File: config.mk
export PLATFORM = sky130hd
export DESIGN_NAME = grf_scoreboard
export DESIGN_NICKNAME = d
export VERILOG_FILES = /design/src/rtl/grf_scoreboard.sv
export SDC_FILE = /design/constraint.sdc
export NUM_CORES = 1
export LEC_CHECK = 0
export CAP_MARGIN = 15
export CORE_UTILIZATION = 63
export DETAILED_ROUTE_END_ITERATION = 8
export PLACE_DENSITY = 0.83
export SYNTH_ARGS = -nofsm -noshare
export SYNTH_HDL_FRONTEND = slang
export SYNTH_HIERARCHICAL = 1
export SYNTH_SLANG_ARGS = --single-unit
File: constraint.sdc
create_clock -name clk -period 7.8 [get_ports clk]
set_input_delay 1.95 -clock clk [delete_from_list [all_inputs] [get_ports clk]]
set_output_delay 1.95 -clock clk [all_outputs]
set_load 0.01 [all_outputs]
File: src/rtl/grf_scoreboard.sv
// Register-file hazard scoreboard: per-register in-flight writer count and
// remaining latency, D-stage stall generation. Optional stall counter: GRF_SB_PERF_EN.
module grf_sb_entry #(
    parameter int TNEW_W = 3,
    parameter int CNT_W  = 2
) (
    input  logic              clk,
    input  logic              reset,
    input  logic              accept,
    input  logic              retire_req,
    input  logic [TNEW_W-1:0] issue_tnew,
    output logic [CNT_W-1:0]  cnt,
    output logic [TNEW_W-1:0] tnew
);
    logic pending;
    logic retire;

    assign pending = (cnt != '0);
    // Retires against an untracked register are dropped so cnt never underflows.
    assign retire  = retire_req && pending;

    always_ff @(posedge clk) begin
        if (reset) begin
            cnt  <= '0;
            tnew <= '0;
        end else begin
            if (accept && !retire)
                cnt <= cnt + CNT_W'(1);
            else if (!accept && retire)
                cnt <= cnt - CNT_W'(1);

            if (accept)
                tnew <= issue_tnew;
            else if (retire && cnt == CNT_W'(1))
                tnew <= '0;
            else if (pending && tnew != '0)
                tnew <= tnew - TNEW_W'(1);
        end
    end
endmodule

module grf_scoreboard #(
    parameter int TNEW_W = 3,
    parameter int CNT_W  = 2
) (
    input  logic              clk,
    input  logic              reset,
    input  logic              issue_valid,
    input  logic              issue_we,
    input  logic [4:0]        issue_rd,
    input  logic [TNEW_W-1:0] issue_tnew,
    input  logic              rs_read,
    input  logic              rt_read,
    input  logic [4:0]        rs,
    input  logic [4:0]        rt,
    input  logic [1:0]        rs_tuse,
    input  logic [1:0]        rt_tuse,
    input  logic              RegWrite,
    input  logic [4:0]        RegAddr,
    output logic              stall,
    output logic              issue_accept,
    output logic              busy,
    output logic [31:0]       perf_stall_cnt
);
    logic [31:0][CNT_W-1:0]  cnt;
    logic [31:0][TNEW_W-1:0] tnew;
    logic [31:1]             pend;
    logic                    hz_rs, hz_rt, hz_sat;

    assign cnt[0]  = '0;
    assign tnew[0] = '0;

    for (genvar r = 1; r < 32; r++) begin : g_reg
        grf_sb_entry #(.TNEW_W(TNEW_W), .CNT_W(CNT_W)) u_entry (
            .clk        (clk),
            .reset      (reset),
            .accept     (issue_accept && issue_we && issue_rd == 5'(r)),
            .retire_req (RegWrite && RegAddr == 5'(r)),
            .issue_tnew (issue_tnew),
            .cnt        (cnt[r]),
            .tnew       (tnew[r])
        );
        assign pend[r] = (cnt[r] != '0);
    end

    // Same-cycle retire does not mask the hazard: only the value is bypassed.
    assign hz_rs  = rs_read && rs != 5'd0 && cnt[rs] != '0 && 32'(tnew[rs]) > 32'(rs_tuse);
    assign hz_rt  = rt_read && rt != 5'd0 && cnt[rt] != '0 && 32'(tnew[rt]) > 32'(rt_tuse);
    assign hz_sat = issue_we && issue_rd != 5'd0 && cnt[issue_rd] == {CNT_W{1'b1}};

    assign stall        = issue_valid && (hz_rs || hz_rt || hz_sat);
    assign issue_accept = issue_valid && !stall;
    assign busy         = |pend;

`ifdef GRF_SB_PERF_EN
    logic [31:0] perf_q;

    always_ff @(posedge clk) begin
        if (reset)
            perf_q <= '0;
        else if (stall && perf_q != 32'hFFFF_FFFF)
            perf_q <= perf_q + 32'd1;
    end
    assign perf_stall_cnt = perf_q;
`else
    assign perf_stall_cnt = 32'h0;
`endif
endmodule

==> impl_metrics.py <==
metrics = {
    "flow_run": {
        "drv_cap": 0,
    },
    "finish": {
        "fin_nets": 2014,
        "final_common_cell": "nor2_1",
        "area_delta_synth_final_pct": 9.476,
        "fill_cells": 1881,
        "final_cell_area_um2": 16570,
        "layout_common_cells": "nor2_1, inv_1, ha_1",
        "drive_above_1_share_pct": 12.32,
    },
    "floorplanning": {
        "dieWidth_um": 157.0,
        "io_pins": 69,
        "core_area_um2": 23540,
        "die-area_um2": 24640,
        "dieHeight_um": 157.0,
        "rows": 56,
        "start_util_pct": 64.28,
    },
    "detailed_routing": {
        "drtIter0Drc": 1525,
        "wl_per_cell_um": 21.23,
        "remaining_drc_errors": 0,
        "wirelength_um": 45780,
        "drt_pass1_iterations": 7,
        "ant_nets": 0,
        "vias": 14110,
        "avgViaCountPerCell": 6.546,
    },
    "power_and_ir_drop": {
        "powerDensity_nw_per_um2": 116.1,
        "switching_power_mw": 0.5602,
        "p_clk_share_pct": 45.2,
        "seq_power_share_pct": 41.7,
        "p_comb_share_pct": 13.1,
        "power_leakage_nw": 6.364,
        "p_int_mw": 1.363,
        "switching_share_pct": 29.12,
        "ir_worst_vdd_v": 0.00009433,
    },
    "synth": {
        "synth-seq-cells": 155,
        "synthDistinctLibCells": 67,
        "synth_cells": 1755,
        "synthArstFlopShare_pct": 0,
        "synth_warnings": 6,
        "netlist_top_cells_area": "dfxtp_1, ha_1, mux4_2",
        "synth_edf_count": 0,
        "ys.flop_type": "dfxtp_1",
        "synth_top_area_share_pct": 20.51,
        "synth_area_um2": 15130,
        "ys_seq_area_share_pct": 20.51,
        "synth.avg_cell_area_um2": 8.622,
        "yosysTopAreaCell": "dfxtp_1",
    },
    "setup_path": {
        "worstSetupPathType": "in -> out",
        "start_kind": "primary input",
        "arrival_ns": 5.69,
        "startpoint": "rs[4]",
        "crit_path_end_kind": "output pin",
        "worstReg2RegStart": "g_reg[15].u_entry/tnew[1]$_SDFFE_PP0P_",
        "required_ns": 5.85,
        "crit_fanout": 4,
    },
    "global_routing": {
        "grt_pass1_vias": 13380,
        "grt_use_total_pct": 37.73,
        "grt_pass1_wl_um": 71480,
        "grt_max_degree": 113,
        "antenna_found_initial": 2,
        "grt-ovfl-total": 0,
    },
    "sta": {
        "max_freq_ghz": 0.1310,
        "timing.final.crit_share_pct": 97.89,
        "hold_viol_final": 0,
        "setup-tns-final_ns": 0,
        "relSlewSlack_pct": 29.33,
        "setup_violations": 0,
        "grt_setup_unrepaired": "false",
        "worst_pin_slew_ns": 1.060,
        "worst_clock_skew_ns": 0.01095,
        "period_minus_slack_ns": 7.636,
        "maxSlewViolCount": 0,
    },
    "worst_hold_path": {
        "hold_path_class": "reg -> reg",
        "min_from": "g_reg[17].u_entry/cnt[1]$_SDFFE_PP0P_",
    },
    "cts": {
        "h-tree-depth": 4,
        "clk_pin_slew_ns": 0.07,
        "cts_tree": "built",
        "clock_path_buffers": 2,
        "clk-insertion-delay-late_ns": 0.45,
        "cts.sinks": 155,
        "cts-buffers-inserted": 17,
        "cts-root-buf": "clkbuf_16",
    },
    "placed_design": {
        "post_dp_cell_area_um2": 15930,
        "gp_congestion": 1.035,
        "dp_hpwl_um": 33620,
        "io_buffers": 36,
    },
    "run_status": {
        "status": "complete, no violations",
    },
}
path summary, 6_finish.rpt:
kind	endpoint	slack [ns]	cells after the start
setup / recovery	stall	0.16	15
setup reg to reg	g_reg[9].u_entry/tnew[2]$_SDFFE_PP0P_	2.68	18
hold reg to reg	g_reg[17].u_entry/cnt[1]$_SDFFE_PP0P_	0.55	2
hold / removal	g_reg[17].u_entry/cnt[1]$_SDFFE_PP0P_	0.55	2
area by class of cell:
| cell class | instances | area [um^2] | share of cell area [%] |
|---|---|---|---|
| multi-input cells | 1370 | 10980 | 66.31 |
| flip-flops and latches | 155 | 3103 | 18.73 |
| repair buffers | 85 | 762.0 | 4.600 |
| inverters | 192 | 720.7 | 4.350 |
| clock buffers | 17 | 425.4 | 2.568 |
| well taps | 319 | 399.1 | 2.409 |
| clock inverters | 15 | 163.9 | 0.9894 |
| diodes | 3 | 7.507 | 0.04532 |
critical path, cell delays in order:
cell and delay (ns):
clkdlybuf4s50_1 0.61, clkinv_1 0.27, mux4_2 0.52, nor2_1 0.12, nor2_1 0.06, ha_1 0.28
nor2b_1 0.13, o21ai_0 0.14, buf_4 0.15, a21oi_1 0.06, a221o_1 0.35, o2111ai_2 0.14
o2111ai_4 0.20, and2_1 0.21, clkdlybuf4s50_1 0.47
stage by stage:
stage | hold slack (ns) | utilization (%) | power (mW) | std cells | setup slack, ns
2_1_floorplan | 0.5022 | - | 0.9680 | 1786 | 0.2317
3_3_place_gp | 0.5278 | 67.65 | 1.054 | 2119 | 0.1244
3_5_place_dp | 0.5368 | 67.65 | 1.059 | 2119 | 0.08308
4_1_cts | 0.5557 | 70.15 | 1.916 | 2151 | 0.07910
5_1_grt | 0.5877 | 70.34 | 1.972 | 2154 | 0.05944
6_report | 0.5509 | 70.37 | 1.924 | 2156 | 0.1644
synthesized netlist by cell type (all sizes together) (31+ instances only):
library cell  instances
a221oi               33
a21oi                43
nand2b               39
ha                  159
nor2                228
xor2                 31
inv                 191
buf                  57
dfxtp               155
mux2i                72
nand3b               31
mux4                 57
xnor2                31
nand2                96
a22oi                31
o21ai                52
nor2b                74
logic make-up after synthesis:
family	Yosys count	share of synthesized area, %
AO/OA/AOI/OAI	322	16.90
XOR/XNOR	62	3.589
adder cells (fa/ha/maj)	159	13.15
buffers and inverters	261	7.673
flip-flops	155	20.51
multiplexers	137	13.99
other	1	0.02478
AND/OR/NAND/NOR	658	24.17
registers in the layout, indices dropped and copies added (netlist names):
register / flops
g.u_entry/cnt: 62
g.u_entry/tnew: 93
routing by layer:
layer	share of wire (%)	wire length [um]	global-route usage [%]	vias up
met5	0	0	0	-
met3	11	4959	9.361	191
met4	5.2	2397	19.23	0
met2	45	20620	60.57	775
li1	-	-	-	6484
met1	39	17810	46.87	6664
power groups by stage:
stage,combinational [mW],clock [mW],sequential (mW)
after CTS,0.241,0.874,0.801
after floorplan,0.151,0,0.817
after global routing,0.267,0.904,0.802
after detailed placement,0.240,0,0.819
after global placement,0.235,0,0.819
final,0.252,0.870,0.802
timing repair:
| action | 4_1_cts | 5_1_grt |
|---|---|---|
| setup buffers | 0 | 1 |
| endpoints found under the setup margin | 0 | 2 |
| resized for setup | 0 | 4 |
| hold buffers | 0 | 0 |
No activity file was read; power rests on OpenSTA's default activity.
